`src/rtl/window_trap_sequencer.sv`:
```
// Sequences SAVE/RESTORE/illegal-instruction micro-operations onto the ALU and special-register write port.
// Every output is a flop loaded from a decode of the next state, so outputs line up with the state they describe.
module window_trap_sequencer #(
  parameter int          NWIN       = 4,
  parameter logic [5:0]  RESTORE_OP = 6'b111010
) (
  input  logic        Clk,
  input  logic        Reset_n,
  input  logic        Req_Valid,
  input  logic [1:0]  Req_Kind,
  input  logic [31:0] PSR_In,
  input  logic [31:0] WIM_In,
  output logic        Req_Ready,
  output logic [5:0]  ALU_Opcode,
  output logic [1:0]  Dest_Sel,
  output logic        Wr_En,
  output logic        Done,
  output logic        Trap_Taken,
  output logic [7:0]  Trap_Type,
  output logic        Error_Mode,
  output logic [2:0]  Dbg_State
);

  // Handshake: a request transfers on a rising Clk edge where Req_Valid and
  // Req_Ready are both high; Req_Ready is high only while idle, and the
  // request fields are captured on that edge and ignored until the next transfer.

  localparam int CW = (NWIN > 1) ? $clog2(NWIN) : 1;

  localparam logic [1:0] KIND_SAVE    = 2'b00;
  localparam logic [1:0] KIND_RESTORE = 2'b01;

  localparam logic [1:0] DEST_NONE = 2'b00;
  localparam logic [1:0] DEST_PSR  = 2'b01;
  localparam logic [1:0] DEST_TBR  = 2'b10;

  localparam logic [5:0] OP_NONE      = 6'b000000;
  localparam logic [5:0] OP_SAVE      = 6'b111110;
  localparam logic [5:0] OP_OVF_TBR   = 6'b111000;
  localparam logic [5:0] OP_UNF_TBR   = 6'b101001;
  localparam logic [5:0] OP_ILL_TBR   = 6'b111011;
  localparam logic [5:0] OP_OVF_PSR   = 6'b110000;
  localparam logic [5:0] OP_UNF_PSR   = 6'b111101;
  localparam logic [5:0] OP_ILL_PSR   = 6'b101111;

  typedef enum logic [2:0] {
    S_IDLE   = 3'd0,
    S_CHECK  = 3'd1,
    S_COMMIT = 3'd2,
    S_WR_TBR = 3'd3,
    S_WR_PSR = 3'd4,
    S_DONE   = 3'd5,
    S_ERROR  = 3'd6
  } state_e;

  typedef enum logic [1:0] {
    T_NONE = 2'd0,
    T_OVF  = 2'd1,
    T_UNF  = 2'd2,
    T_ILL  = 2'd3
  } trap_e;

  state_e            state_q, state_d;
  trap_e             trap_q, trap_d;
  logic [1:0]        kind_q, kind_d;
  logic [4:0]        cwp_q, cwp_d;
  logic [NWIN-1:0]   wim_q, wim_d;
  logic              et_q, et_d;

  logic              ready_q, ready_d;
  logic [5:0]        opcode_q, opcode_d;
  logic [1:0]        dest_q, dest_d;
  logic              wr_en_q, wr_en_d;
  logic              done_q, done_d;
  logic              taken_q, taken_d;
  logic [7:0]        ttype_q, ttype_d;
  logic              error_q, error_d;

  logic [4:0]        ncwp_save, ncwp_rest;
  trap_e             trap_check;

  // cwp_q is already reduced modulo NWIN, so only the wrap points need care.
  assign ncwp_save = (cwp_q == 5'd0) ? 5'(NWIN - 1) : cwp_q - 5'd1;
  assign ncwp_rest = (cwp_q == 5'(NWIN - 1)) ? 5'd0 : cwp_q + 5'd1;

  always_comb begin
    trap_check = T_NONE;
    case (kind_q)
      KIND_SAVE:    trap_check = wim_q[ncwp_save[CW-1:0]] ? T_OVF : T_NONE;
      KIND_RESTORE: trap_check = wim_q[ncwp_rest[CW-1:0]] ? T_UNF : T_NONE;
      default:      trap_check = T_ILL;
    endcase
  end

  always_comb begin
    state_d = state_q;
    trap_d  = trap_q;
    kind_d  = kind_q;
    cwp_d   = cwp_q;
    wim_d   = wim_q;
    et_d    = et_q;
    case (state_q)
      S_IDLE: begin
        if (Req_Valid && ready_q) begin
          kind_d  = Req_Kind;
          cwp_d   = 5'({1'b0, PSR_In[4:0]} % 6'(NWIN));
          wim_d   = WIM_In[NWIN-1:0];
          et_d    = PSR_In[5];
          trap_d  = T_NONE;
          state_d = S_CHECK;
        end
      end
      S_CHECK: begin
        trap_d = trap_check;
        if (trap_check == T_NONE) state_d = S_COMMIT;
        else if (et_q)            state_d = S_WR_TBR;
        else                      state_d = S_ERROR;
      end
      S_COMMIT: state_d = S_DONE;
      S_WR_TBR: state_d = S_WR_PSR;
      S_WR_PSR: state_d = S_DONE;
      S_DONE:   state_d = S_IDLE;
      S_ERROR:  state_d = S_ERROR;
      default:  state_d = S_IDLE;
    endcase
  end

  // Registered outputs are decoded from the state being entered.
  always_comb begin
    ready_d  = (state_d == S_IDLE);
    opcode_d = OP_NONE;
    dest_d   = DEST_NONE;
    wr_en_d  = 1'b0;
    done_d   = 1'b0;
    taken_d  = 1'b0;
    ttype_d  = 8'h00;
    error_d  = error_q | (state_d == S_ERROR);
    case (state_d)
      S_COMMIT: begin
        wr_en_d  = 1'b1;
        dest_d   = DEST_PSR;
        opcode_d = (kind_q == KIND_SAVE) ? OP_SAVE : RESTORE_OP;
      end
      S_WR_TBR: begin
        wr_en_d = 1'b1;
        dest_d  = DEST_TBR;
        case (trap_d)
          T_OVF:   opcode_d = OP_OVF_TBR;
          T_UNF:   opcode_d = OP_UNF_TBR;
          default: opcode_d = OP_ILL_TBR;
        endcase
      end
      S_WR_PSR: begin
        wr_en_d = 1'b1;
        dest_d  = DEST_PSR;
        case (trap_d)
          T_OVF:   opcode_d = OP_OVF_PSR;
          T_UNF:   opcode_d = OP_UNF_PSR;
          default: opcode_d = OP_ILL_PSR;
        endcase
      end
      S_DONE: begin
        done_d  = 1'b1;
        taken_d = (trap_d != T_NONE);
        case (trap_d)
          T_OVF:   ttype_d = 8'h05;
          T_UNF:   ttype_d = 8'h06;
          T_ILL:   ttype_d = 8'h02;
          default: ttype_d = 8'h00;
        endcase
      end
      default: ;
    endcase
  end

  always_ff @(posedge Clk or negedge Reset_n) begin
    if (!Reset_n) begin
      state_q  <= S_IDLE;
      trap_q   <= T_NONE;
      kind_q   <= 2'b00;
      cwp_q    <= 5'd0;
      wim_q    <= '0;
      et_q     <= 1'b0;
      ready_q  <= 1'b1;
      opcode_q <= OP_NONE;
      dest_q   <= DEST_NONE;
      wr_en_q  <= 1'b0;
      done_q   <= 1'b0;
      taken_q  <= 1'b0;
      ttype_q  <= 8'h00;
      error_q  <= 1'b0;
    end else begin
      state_q  <= state_d;
      trap_q   <= trap_d;
      kind_q   <= kind_d;
      cwp_q    <= cwp_d;
      wim_q    <= wim_d;
      et_q     <= et_d;
      ready_q  <= ready_d;
      opcode_q <= opcode_d;
      dest_q   <= dest_d;
      wr_en_q  <= wr_en_d;
      done_q   <= done_d;
      taken_q  <= taken_d;
      ttype_q  <= ttype_d;
      error_q  <= error_d;
    end
  end

  assign Req_Ready  = ready_q;
  assign ALU_Opcode = opcode_q;
  assign Dest_Sel   = dest_q;
  assign Wr_En      = wr_en_q;
  assign Done       = done_q;
  assign Trap_Taken = taken_q;
  assign Trap_Type  = ttype_q;
  assign Error_Mode = error_q;
  assign Dbg_State  = state_q;

endmodule
```
`config.mk`:
```
export PLATFORM = sky130hd
export DESIGN_NAME = window_trap_sequencer
export DESIGN_NICKNAME = d
export VERILOG_FILES = /design/src/rtl/window_trap_sequencer.sv
export SDC_FILE = /design/constraint.sdc
export NUM_CORES = 1
export LEC_CHECK = 0
export ABC_CLOCK_PERIOD_IN_PS = 3100
export BUFFER_PORTS_ARGS = -buffer_cell sky130_fd_sc_hd__buf_4
export CORE_ASPECT_RATIO = 1.4
export CORE_MARGIN = 5
export CORE_UTILIZATION = 41
export CTS_CLUSTER_DIAMETER = 50
export DETAILED_ROUTE_END_ITERATION = 6
export PLACE_DENSITY = 0.87
export SETUP_SLACK_MARGIN = 0.3
export SYNTH_ARGS = -nofsm -noshare
export SYNTH_HDL_FRONTEND = slang
export SYNTH_SLANG_ARGS = --single-unit
```
`constraint.sdc`:
```
create_clock -name Clk -period 3.1 [get_ports Clk]
set_clock_uncertainty 0.1 [all_clocks]
set_input_delay 0.93 -clock Clk [delete_from_list [all_inputs] [get_ports Clk]]
set_output_delay 0.93 -clock Clk [all_outputs]
set_load 0.005 [all_outputs]
```
# [Yosys cells after proc, flatten, opt, wreduce, memory -nomap -nowiden]
# Cells that the tools add are included.
[totals] word_cells=70 latchBits=0 in_bits=69 register_bits=35 romBits=0 mem_count=0 ramBits=0 output_inout_bits=24
[op_classes] n_shift=0 div_mod_pow=0 bitwise_logic=1 addsub=2 n_mux=25 reduce_logical=11 n_lt_le_gt_ge=2 eq_ne=15 mul=0
[ops] operator="5-bit case mux with 2 select lines" n=2
[ops] operator="6-bit case mux with 3 select lines" n=1
[ops] operator="3-bit == test, second input constant" n=5
[ops] operator="3-bit 2-to-1 mux" n=5
[ops] operator="3-bit case mux with 5 select lines" n=1
[ops] operator="3-bit by 2-bit == test with 1-bit output, second input constant" n=4
[ops] operator="2-bit case mux with 2 select lines" n=3
[ops] operator="3-bit case mux with 3 select lines" n=1
[ops] operator="2-bit 2-to-1 mux" n=4
[ops] operator="2-bit == test, second input constant" n=3
[ops] operator="3-bit zero test" n=2
[ops] operator="2-bit by 3-bit < comparator with 1-bit output, second input constant" n=2
[ops] operator="1-bit 2-to-1 mux" n=6
[ops] operator="5-bit zero test" n=1
[ops] operator="1-bit binary-select mux with 2-bit select" n=2
[ops] operator="2-bit by 1-bit == test with 1-bit output, second input constant" n=2
[ops] operator="2-bit zero test" n=2
[ops] operator="2-bit OR reduction" n=2
[ops] operator="3-bit by 1-bit == test with 1-bit output, second input constant" n=1
[ops] operator="3-bit OR reduction" n=1
[ops] operator="2-bit by 1-bit adder with 2-bit output, second input constant" n=1
[ops] operator="2-bit AND reduction" n=1
[ops] operator="2-bit nonzero test" n=1
[ops] operator="2-bit by 1-bit subtractor with 2-bit output, second input constant" n=1
[ops] operator="2 further kinds" n=2

# [Longest topological paths before layout]
# Gate-level depths: netlist of run 1.
[depth] ltp_word=12 depth_mapped=10 mapped_depth_nobuf=10

# [Worst setup path before layout of run 1]
# OpenSTA, ideal clock, no wires.
[synth_timing] path_kind="reg-to-reg" start="register cwp_q[0]" end="register opcode_q[1], in the netlist ALU_Opcode[1]" n_path_buf=0 setup_ns=0.101 slack_ns=0.682 synth_period_minus_slack_ns=2.418 required_ns=2.899 t_arrival_ns=2.217 stages_incl_launch_ff=8 cell_sequence="dfrtp_1 inv_1 ha_1 mux2_4 a311o_1 a22o_2 ha_1 o32ai_1"
[synth_via] elab_cells_between_ends=25 classes_between="add/sub: 2; eq/ne: 6; mux: 15; reduce/logical: 2"
[synth_lines] item="from (decl)" line_no="66" rtl="logic [4:0] cwp_q, cwp_d;"
[synth_lines] item="from (signal assigned)" line_no="196" rtl="cwp_q <= cwp_d;"
[synth_lines] item="2-bit by 1-bit adder with 2-bit output or 2-bit == test (tied branches)" line_no="84" rtl="assign ncwp_rest = (cwp_q == 5'(NWIN - 1)) ? 5'd0 : cwp_q + 5'd1;"
[synth_lines] item="2-bit 2-to-1 mux (*)" line_no="84"
[synth_lines] item="1-bit binary-select mux with 2-bit select (*)" line_no="90" rtl="KIND_RESTORE: trap_check = wim_q[ncwp_rest[CW-1:0]] ? T_UNF : T_NONE;"
[synth_lines] item="1-bit 2-to-1 mux (not written as such) (*)" line_no="90"
[synth_lines] item="2-bit 2-to-1 mux (*)" line_no="90"
[synth_lines] item="2-bit case mux with 2 select lines (*)" line_no="88" rtl="case (kind_q)"
[synth_lines] item="2-bit case mux with 2 select lines (*)" line_no="102" rtl="case (state_q)"
[synth_lines] item="net trap_d[1]" line_no="64" rtl="trap_e trap_q, trap_d;"
[synth_lines] item="2-bit == test or 2-bit by 1-bit == test with 1-bit output (tied branches)" line_no="147, 156"
[synth_lines] item="5-bit case mux with 2 select lines (on tied branches)" line_no="156, 147"
[synth_lines] item="6-bit case mux with 3 select lines (*)" line_no="138" rtl="case (state_d)"
[synth_lines] item="net opcode_d[1]" line_no="71" rtl="logic [5:0] opcode_q, opcode_d;"
[synth_lines] item="to (signal assigned)" line_no="200" rtl="opcode_q <= opcode_d;"
[synth_lines] item="to (decl)" line_no="71"
# The timed path passes the listed nets; every way through them passes the cells marked *. The select of a mux whose other input is x is not followed.
# A chain may end at the register's enable or synchronous reset.

# [Final worst setup path of run 1]
# Ends and elaborated chain as after synthesis.

==> results of run 1 <==
[power groups by stage]
stage,clock [mW],combinational (mW),sequential [mW]
after floorplan,0,0.628,0.629
after global placement,0,0.857,0.659
after detailed placement,0,0.899,0.672
after CTS,0.341,0.902,0.664
after global routing,0.363,0.994,0.690
final,0.330,0.892,0.664
[stage by stage]
step / std cells / util / hold WS, ns / setup WS [ns]
global route: 194 / 0.541 / 0.466 / 0.335
finish: 194 / 0.541 / 0.414 / 0.491
CTS: 194 / 0.541 / 0.431 / 0.483
detailed placement: 186 / 0.509 / 0.417 / 0.505
floorplan: 124 / - / 0.367 / 0.682
global placement: 186 / 0.509 / 0.388 / 0.530
[cell families after synthesis]
group                    after synthesis
AND/OR/NAND/NOR                       32
AO/OA/AOI/OAI                         24
XOR/XNOR                               1
buffers and inverters                 15
other                                  1
multiplexers                          11
adder cells (fa/ha/maj)                7
flip-flops                            29
[cells in the final DEF, fill, tap and decap left out, types with 2 or more instances in the layout]
cell type   n
o21ai_0     6
nor2_1      9
conb_1      5
mux2i_1     3
a21oi_1     3
dfrtp_1    28
ha_1        7
clkbuf_8    7
a211oi_1    2
mux2_2      7
or2_2       2
inv_1       6
nand2_1    10
o22ai_1     2
buf_4      32
and2_1      3
nand2b_1    2
[cells in the mapped netlist (2+ instances only)]
cell type / instances / share of area
a211oi_1: 2 / 0.011
a21oi_1: 3 / 0.011
and2_1: 3 / 0.014
buf_4: 6 / 0.033
dfrtp_1: 28 / 0.52
ha_1: 7 / 0.064
inv_1: 6 / 0.017
mux2_2: 7 / 0.058
mux2i_1: 3 / 0.022
nand2_1: 10 / 0.028
nand2b_1: 2 / 0.0092
nor2_1: 9 / 0.025
o21ai_0: 6 / 0.022
o22ai_1: 2 / 0.0092
or2_2: 2 / 0.0092
[critical path, delay by kind of cell (launching register included)]
| kind | cells | cell delay [ns] |
|---|---|---|
| AOI/OAI and AO/OA | 3 | 0.96 |
| adders and majority gates | 2 | 0.69 |
| buffers and inverters | 1 | 0.07 |
| DFF | 1 | 0.38 |
| muxes | 1 | 0.31 |
[worst paths after layout]
check                           startpoint             to  slack (ns)
worst min-delay path            Error_Mode     Error_Mode        0.41
min in group asynchronous          Reset_n       cwp_q[0]        0.46
worst max register to register    cwp_q[0]  ALU_Opcode[1]        0.49
max in group asynchronous          Reset_n      Req_Ready        2.14
worst min register to register  Error_Mode     Error_Mode        0.41
worst max-delay path              cwp_q[0]  ALU_Opcode[1]        0.49
[flip-flops by register name, indices dropped and copies added, names as in the netlist]
signal,flops
Trap_Type,3
Req_Ready,1
ALU_Opcode,6
Dbg_State,3
Error_Mode,1
kind_q,2
trap_q,2
Trap_Taken,1
wim_q,4
Done,1
Dest_Sel,2
cwp_q,2
et_q,1
[final cells by class]
class | count | area, µm² | area share
clock buffers | 7 | 96.3 | 0.0565
multi-input cells | 80 | 567 | 0.332
repair buffers | 32 | 240 | 0.141
well taps | 39 | 48.8 | 0.0286
inverters | 6 | 22.5 | 0.0132
clock inverters | 1 | 5.00 | 0.00293
flip-flops and latches | 29 | 727 | 0.426
[layer usage]
layer  vias to the layer above  wire length (µm)  part of all wire  global-route usage
met5                         -                 0                 0                   0
met4                         0                91             0.035              0.0862
met3                        10               217             0.084              0.0542
met2                        36              1390              0.54               0.223
met1                       445               871              0.34               0.124
li1                        470                 -                 -                   -
==> flow_metrics.tcl, run 1 <==
set metrics [dict create \
    synth_compound_area_frac 0.126 \
    clockPowerShare 0.175 \
    synthSimpleGateAreaFrac 0.115 \
    start_util 0.431 \
    reg2reg_depth 7 \
    yosysSeqAreaShare 0.535 \
    cpPeakStageDelay_ns 0.39 \
    core_um2 3150 \
    finalHoldViolCount 0 \
    drt_iter0_markers 36 \
    cts_root_buffer "clkbuf_8" \
    grt_util_all_layers 0.130 \
    numCtsBuffers 5 \
    antenna_found_initial 0 \
    io_pins 93 \
    drc 0 \
    routed_via_density 4.95 \
    fin_crit_ns 2.61 \
    drt-total-wl_mm 2.57 \
    die_w_um 58.7 \
    clock_sinks 29 \
    syn_inst 120 \
    ant_nets 0 \
    firstDrtPassIters 4 \
    synth_xor_area_frac 0.00645 \
    combPwrFrac 0.473 \
    setup_viol 0 \
    grt_pass1_vias 1066 \
    post-route-period-util 0.842 \
    max_freq_mhz 383 \
    ctsHoldBuffers 0 \
    ctsResizeCount 0 \
    ys_ff_latch 29 \
    grt_pass1_wl_mm 4.49 \
    hold_path.class "flop to flop" \
    dieArea_um2 4580 \
    crit_path_start_kind "flop" \
    insertedDiodeCount 0 \
    finalNetCount 230 \
    p_per_area_nw_per_um2 1100 \
    end_kind "flop" \
    async_flop_share 1.00 \
    clkLatencyLatePin_ns 0.28 \
    io_buffers 30 \
    synthMuxAreaShare 0.0912 \
    syn_area_um2 1360 \
    fin_tns_setup_ns 0 \
    grt_start_max_net_pins 30 \
    max-cap-violations 0 \
    cts_setup_buffers 0 \
    syn_avg_cell_area_um2 11.3 \
    slowest_stage "a311o_1" \
    fp.dieH_um 78.1 \
    vdd_drop_max_uv 594 \
    critPathMostFrequentCell "ha_1" \
    timing.final.max_slew_violations 0 \
    synth-edff-count 0 \
    clock_path_buffers 2 \
    grt_overflow_total 0 \
    hpwlAfterDp_mm 2.06 \
    p_sw_frac 0.364 \
    rows 24 \
    path_clk_slew_ns 0.06 \
    required_ns 3.18 \
    path_cells "inv_1 -> ha_1 -> mux2_4 -> a311o_1 -> a22o_2 -> ha_1 -> o32ai_1" \
    synth_top_family_by_area "compound AO/OA/AOI/OAI gates" \
    worstPathMaxFanout 6 \
    cts_tree "yes" \
    placed_cell_area_um2 1610 \
    rsz0062_at_grt "no" \
    fillers 288 \
    h-tree-depth 2 \
    stdcell_area_um2 1710 \
    pwr-share-seq 0.352 \
    leakage_nw 0.845 \
    arrival_ns 2.69 \
    synth.distinct_cells 39 \
    vias 961 \
    power_switching_mw 0.687 \
    yosysWarnings 0 \
    power.internal_mw 1.20 \
    p_total_mw 1.89 \
    area.growth.synth_to_final_pct 25.6 \
    layout-drive-gt1-share 0.348 \
    synth_ff_type "dfrtp_1" \
    synth_fa_ha_area_frac 0.0645 \
    wire_per_inst_um 13.3 \
    whs_path_depth 2 \
    crit_type "flop to flop" \
    status "completed" \
    place.gp.congestion 0.893 \
]
No activity file was read; power rests on OpenSTA's default activity.
==> inputs of run 2 (changes only) <==
- ABC_AREA: unset -> 1
- ABC_CLOCK_PERIOD_IN_PS: 3100 -> 2300
- CORE_UTILIZATION: 41 -> 37
- PLACE_DENSITY: 0.87 -> 0.83
- clock period: 3.1 -> 2.3 ns (I/O delays scaled with it)
==> run 2 against run 1 <==
  * Sequential cell count is the same
  * Via count increased by 18%
  * Utilization fell by 1.5 points
  * Register-to-register slack got worse by 0.14 ns
  * Count of clock-buffer cells in the layout is 2 lower
  * Non-clock buffer count increased by 6
  * Combinational power grew 76%
  * Critical endpoint is now ALU_Opcode[4]
  * Fmax is 34% higher
==> flow_metrics.tcl, run 2 <==
set metrics [dict create \
    status "completed" \
    grt_util_all_layers 0.112 \
    syn_avg_cell_area_um2 8.74 \
    firstDrtPassIters 4 \
    instances_no_fill 247 \
    drc 0 \
    rsz0062_at_grt "yes" \
    synthTopCellsByArea "dfrtp_1 50%, nand2_1 7.4%, inv_1 6.4%, ha_1 6.2%, nor2_1 5.3%" \
    fin_tns_setup_ns 0 \
    stdcell_area_um2 1930 \
    grt_pass1_wl_mm 4.66 \
    h-tree-depth 2 \
    dieArea_um2 5180 \
    leakage_nw 1.03 \
    path_clk_slew_ns 0.07 \
    hpwlAfterDp_mm 1.95 \
    io_buffers 30 \
    synth_top_area_share 0.495 \
    cpPeakStageDelay_ns 0.42 \
    start_util 0.385 \
    path_cells "inv_2 -> ha_4 -> inv_1 -> nand2_2 -> nand2_1 -> nand3_1 -> nand3_2 -> nand2_1 -> nand2_2 -> nand2_4 -> inv_2 -> ha_2 -> or2_1 -> nand3_1" \
    layout-drive-gt1-share 0.410 \
    ant_nets 0 \
    yosysWarnings 0 \
    placed_cell_area_um2 1660 \
    io_pins 93 \
    antenna_found_initial 0 \
    reg2reg_depth 14 \
    routed_via_density 4.59 \
    rows 26 \
    max_freq_mhz 513 \
    syn_inst 162 \
    clock_path_buffers 2 \
    numCtsBuffers 5 \
    drt_iter0_markers 20 \
    timing.final.max_slew_violations 0 \
    crit_path_start_kind "flop" \
    synth.distinct_cells 23 \
    synth_area_leader_cell "dfrtp_1" \
    setup_viol 0 \
    required_ns 2.42 \
    place.gp.congestion 0.831 \
    grt_overflow_total 0 \
    synth-edff-count 0 \
    largest_register_ffs 6 \
    hold_path.class "primary input to async pin" \
    core_um2 3680 \
    clock_sinks 29 \
    drt-total-wl_mm 2.95 \
    ctsHoldBuffers 0 \
    ys_ff_latch 29 \
    r2r_end "ALU_Opcode[4]" \
    fillers 332 \
    finalHoldViolCount 0 \
    p_per_area_nw_per_um2 1580 \
    r2r_start "cwp_q[0]" \
    fin_crit_ns 1.95 \
    worstPathMaxFanout 5 \
    finalNetCount 280 \
    grt_pass1_vias 1112 \
    die_w_um 62.3 \
    fp.dieH_um 83.2 \
    synth_ff_type "dfrtp_1" \
    syn_area_um2 1420 \
    async_flop_share 1.00 \
    insertedDiodeCount 0 \
    arrival_ns 2.07 \
    slowest_stage "dfrtp_2" \
    crit_type "flop to flop" \
    cts_tree "yes" \
    wire_per_inst_um 11.9 \
    relSlewSlack 0.638 \
    layout_commonest_cell "buf_4" \
    post-route-period-util 0.848 \
    grt_start_max_net_pins 30 \
    area.growth.synth_to_final_pct 36.7 \
    end_kind "flop" \
    max-cap-violations 0 \
    vias 1133 \
    cts_root_buffer "clkbuf_8" \
    rrSetupSlack_ns 0.35 \
    clkLatencyLatePin_ns 0.28 \
    placedCellCount 231 \
    synth_commonest_cells "28 x dfrtp_1, 28 x nand2_1, 24 x inv_1, 20 x nor2_1, 11 x a21oi_1" \
    final_cell_mix "38 x buf_4, 27 x dfrtp_1, 23 x nand2_1" \
    yosysSeqAreaShare 0.514 \
    vdd_drop_max_uv 882 \
    worst_pin_slew_ns 0.542 \
]
## run 2: cell types whose count changed in the layout (fill, tap and decap cells not counted), moves of 6 or more
cell / delta
inv_1: +14
nand2_1: +13
nor2_1: +10
nand2_2: +9
a21oi_1: +8
inv_2: +8
nand3_1: +8
mux2_2: -7
buf_4: +6
ha_1: -6
## run 2: final cells by class
class                      count  area, µm²  area share
sequential                    29        728       0.376
multi-input combinational    102        629       0.325
timing repair buffer          38        285       0.147
inverter                      28        105      0.0543
clock buffer                   5       68.8      0.0356
clock inverter                 3       65.1      0.0336
tap                           42       52.6      0.0272
## run 2: how the worst max path moves through the flow
| stage | start | end | slack [ns] | depth (start not counted) |
|---|---|---|---|---|
| after detailed placement | Req_Valid | ALU_Opcode[3] | 0.11 | 10 |
| after global placement | Req_Valid | ALU_Opcode[2] | 0.13 | 10 |
| after CTS | cwp_q[0] | ALU_Opcode[4] | 0.31 | 14 |
| after floorplan | cwp_q[0] | ALU_Opcode[2] | 0.35 | 13 |
| after global routing | cwp_q[0] | ALU_Opcode[4] | 0.25 | 14 |
| final | cwp_q[0] | ALU_Opcode[4] | 0.35 | 14 |
## run 2: worst max-delay path: cells and delay by family, from the launching register on
kind / cells / cell delay [ns]
and+or+nand+nor: 9 / 0.87
DFF: 1 / 0.42
adders and majority gates: 2 / 0.30
buffers and inverters: 3 / 0.19
## run 2: per-stage QoR
stage	setup slack [ns]	total power, mW	hold slack [ns]	utilization
final	0.349	3.06	0.218	0.526
after global routing	0.250	3.30	0.250	0.526
after CTS	0.310	2.84	0.230	0.502
after detailed placement	0.115	2.08	0.353	0.452
after global placement	0.129	2.04	0.358	0.452
after floorplan	0.351	1.71	0.294	-
## run 2: cell families after synthesis
family	after synthesis	share of synthesized area
compound gates	17	0.0716
fa+ha+maj	7	0.0619
buf+inv	35	0.110
flops	29	0.514
other cells	1	0.00265
simple gates	73	0.240
## run 2: where the power goes
part           leakage [nW]  switching (mW)  internal (mW)
clock network        0.0681           0.199          0.430
logic                 0.615           0.860          0.708
registers             0.348           0.132          0.728
total                  1.03            1.19           1.87
## run 2: repair_timing
item / CTS / global route
setup endpoints to repair: 7 / 8
buffers inserted: 4 / 4
resized for setup: 5 / 16
pin swaps: 1 / 7
## run 2: layer usage
layer | GRT usage | share of wire | up-vias | routed length (µm)
li1 | - | - | 565 | -
met1 | 0.119 | 0.39 | 527 | 1150
met2 | 0.182 | 0.52 | 34 | 1520
met3 | 0.0365 | 0.065 | 7 | 191
met4 | 0.0792 | 0.031 | 0 | 91
met5 | 0 | 0 | - | 0
==> inputs of run 3 (changes only) <==
- ABC_CLOCK_PERIOD_IN_PS: 2300 -> 1700
- clock period: 2.3 -> 1.7 ns (I/O delays scaled with it)
==> run 3 against run 2 <==
  * The flow now finishes with violations (setup timing)
  * Combinational power increased by 92%
  * Cell count increased by 6.9%
  * Critical path depth decreased by 1
  * Clock power decreased by 16%
  * Non-clock buffer count increased by 17
  * Total power increased by 54%
  * Global-route usage increased by 2.1 points
  * Utilization increased by 10 points
  * Routed wire length increased by 14%
  * Register-to-register slack got worse by 0.57 ns
  * Count of clock-buffer cells in the layout increased by 1
==> flow_metrics.tcl, run 3 (same netlist as run 2, synthesis figures left out) <==
set metrics [dict create \
    slowest_stage "dfrtp_2" \
    use_met1 0.158 \
    fp.dieH_um 83.2 \
    post-route-period-util 1.13 \
    crit_path_start_kind "flop" \
    timing.final.max_slew_violations 0 \
    dieArea_um2 5180 \
    grt_overflow_total 0 \
    rows 26 \
    firstDrtPassIters 4 \
    arrival_ns 2.03 \
    grt_pass1_vias 1246 \
    required_ns 1.81 \
    status "finished with violations" \
    place.gp.congestion 0.821 \
    max_freq_mhz 521 \
    grt_util_met3 0.0351 \
    critPathMostFrequentCell "nand2_2" \
    leakage_nw 1.15 \
    cpLargestDelayFamily "simple AND/OR/NAND/NOR gates" \
    cpPeakStageDelay_ns 0.44 \
    whs_ns 0.0429 \
    ctsHoldBuffers 0 \
    clock_sinks 29 \
    layout_commonest_cell "buf_4" \
    io_buffers 30 \
    vdd_drop_max_uv 1120 \
    pre_cts_slack_ns -0.260 \
    start_util 0.385 \
    finalNetCount 297 \
    pwr-share-seq 0.246 \
    drc 0 \
    die_w_um 62.3 \
    hold_path.class "primary input to async pin" \
    p_sw_frac 0.417 \
    grtUsageMet2 0.225 \
    wire_per_inst_um 12.8 \
    rsz0062_at_grt "yes" \
    numCtsBuffers 5 \
    final_util 0.627 \
    busiest_layer "met2" \
    cts_root_buffer "clkbuf_8" \
    worstPathMaxFanout 3 \
    max-cap-violations 0 \
    clkLatencyLatePin_ns 0.28 \
    power_switching_mw 1.96 \
    crit_type "flop to flop" \
    vias 1216 \
    power.internal_mw 2.74 \
    violations "setup timing" \
    fin_ws_ns -0.219 \
    cts_tree "yes" \
    largest_register_ffs 6 \
    clockPowerShare 0.112 \
    hpwlAfterDp_mm 2.21 \
    rrSetupSlack_ns -0.22 \
    grt_start_max_net_pins 30 \
    path_cells "inv_2 -> ha_4 -> inv_4 -> nand3_2 -> nand2_1 -> nand2_2 -> nand2_2 -> nand2_2 -> o21ai_4 -> inv_2 -> ha_4 -> or2_1 -> nand2_1" \
    core_um2 3680 \
    final_cell_mix "36 x buf_4, 27 x dfrtp_1, 18 x buf_6" \
    p_total_mw 4.70 \
    grt_util_all_layers 0.133 \
    layout-drive-gt1-share 0.608 \
    drt-total-wl_mm 3.37 \
    antenna_found_initial 0 \
    fillers 288 \
    p_per_area_nw_per_um2 2040 \
    routed_via_density 4.61 \
    end_kind "flop" \
    crit_buf_inv 3 \
    fin_crit_ns 1.92 \
    grt_pass1_wl_mm 5.65 \
    insertedDiodeCount 0 \
    h-tree-depth 2 \
    finalHoldViolCount 0 \
    drt_iter0_markers 25 \
    io_pins 93 \
    setup_viol 14 \
    ant_nets 0 \
    path_clk_slew_ns 0.06 \
    clock_path_buffers 2 \
    area.growth.synth_to_final_pct 63.0 \
    combPwrFrac 0.642 \
]
run 3: cell count changes in the layout (fill, tap and decap cells not counted), sizes merged:
cell	before	now
buf	38	55
bufinv	2	0
clkbuf	5	6
clkinv	1	2
run 3: power groups by stage:
stage / clock [mW] / sequential, mW / combinational (mW)
2_1_floorplan: 0 / 1.16 / 1.33
3_3_place_gp: 0 / 1.12 / 2.14
3_5_place_dp: 0 / 1.12 / 2.21
4_1_cts: 0.550 / 1.13 / 2.63
5_1_grt: 0.574 / 1.19 / 3.30
6_report: 0.527 / 1.16 / 3.02
run 3: metal layers:
metal  routed length, µm  vias to the layer above
li1                    -                      601
met1                1380                      576
met2                1780                       31
met3                 127                        8
met4                  81                        0
met5                   0                        -
run 3: final timing paths:
kind	to	depth (start not counted)	startpoint
min	wim_q[0]	1	Reset_n
max reg2reg	ALU_Opcode[3]	13	cwp_q[0]
min in group Clk	wim_q[3]	3	WIM_In[3]
min reg2reg	Error_Mode	2	Error_Mode
max	ALU_Opcode[3]	13	cwp_q[0]
max in group asynchronous	Req_Ready	1	Reset_n
run 3: layout make-up:
class                   count  area (µm²)  area share
clock buffers               6        72.6      0.0315
multi-input cells         102         837       0.363
flip-flops and latches     29         728       0.316
well taps                  42        52.6      0.0228
inverters                  28         113      0.0488
repair buffers             55         493       0.214
clock inverters             2        10.0     0.00434
run 3: per-stage QoR:
step	setup TNS (ns)	instances	cell area, µm²
detailed placement	-2.11	248	1860
finish	-2.07	264	2310
floorplan	-0.614	166	1500
global route	-3.61	264	2310
CTS	-1.73	259	2160
global placement	-1.73	248	1860
run 3: worst reg2reg max path, stage by stage, from the launching register on:
cell and delay, ns:
dfrtp_2 0.44, inv_2 0.09, ha_4 0.23, inv_4 0.06, nand3_2 0.05, nand2_1 0.07, nand2_2 0.06, nand2_2 0.06
nand2_2 0.06, o21ai_4 0.08, inv_2 0.08, ha_4 0.17, or2_1 0.23, nand2_1 0.07
run 3: what timing repair did:
action,in CTS,in global routing
pin swaps,24,17
resized for setup,52,27
cloned,0,0
endpoints found under the setup margin,26,40
setup buffers,3,5
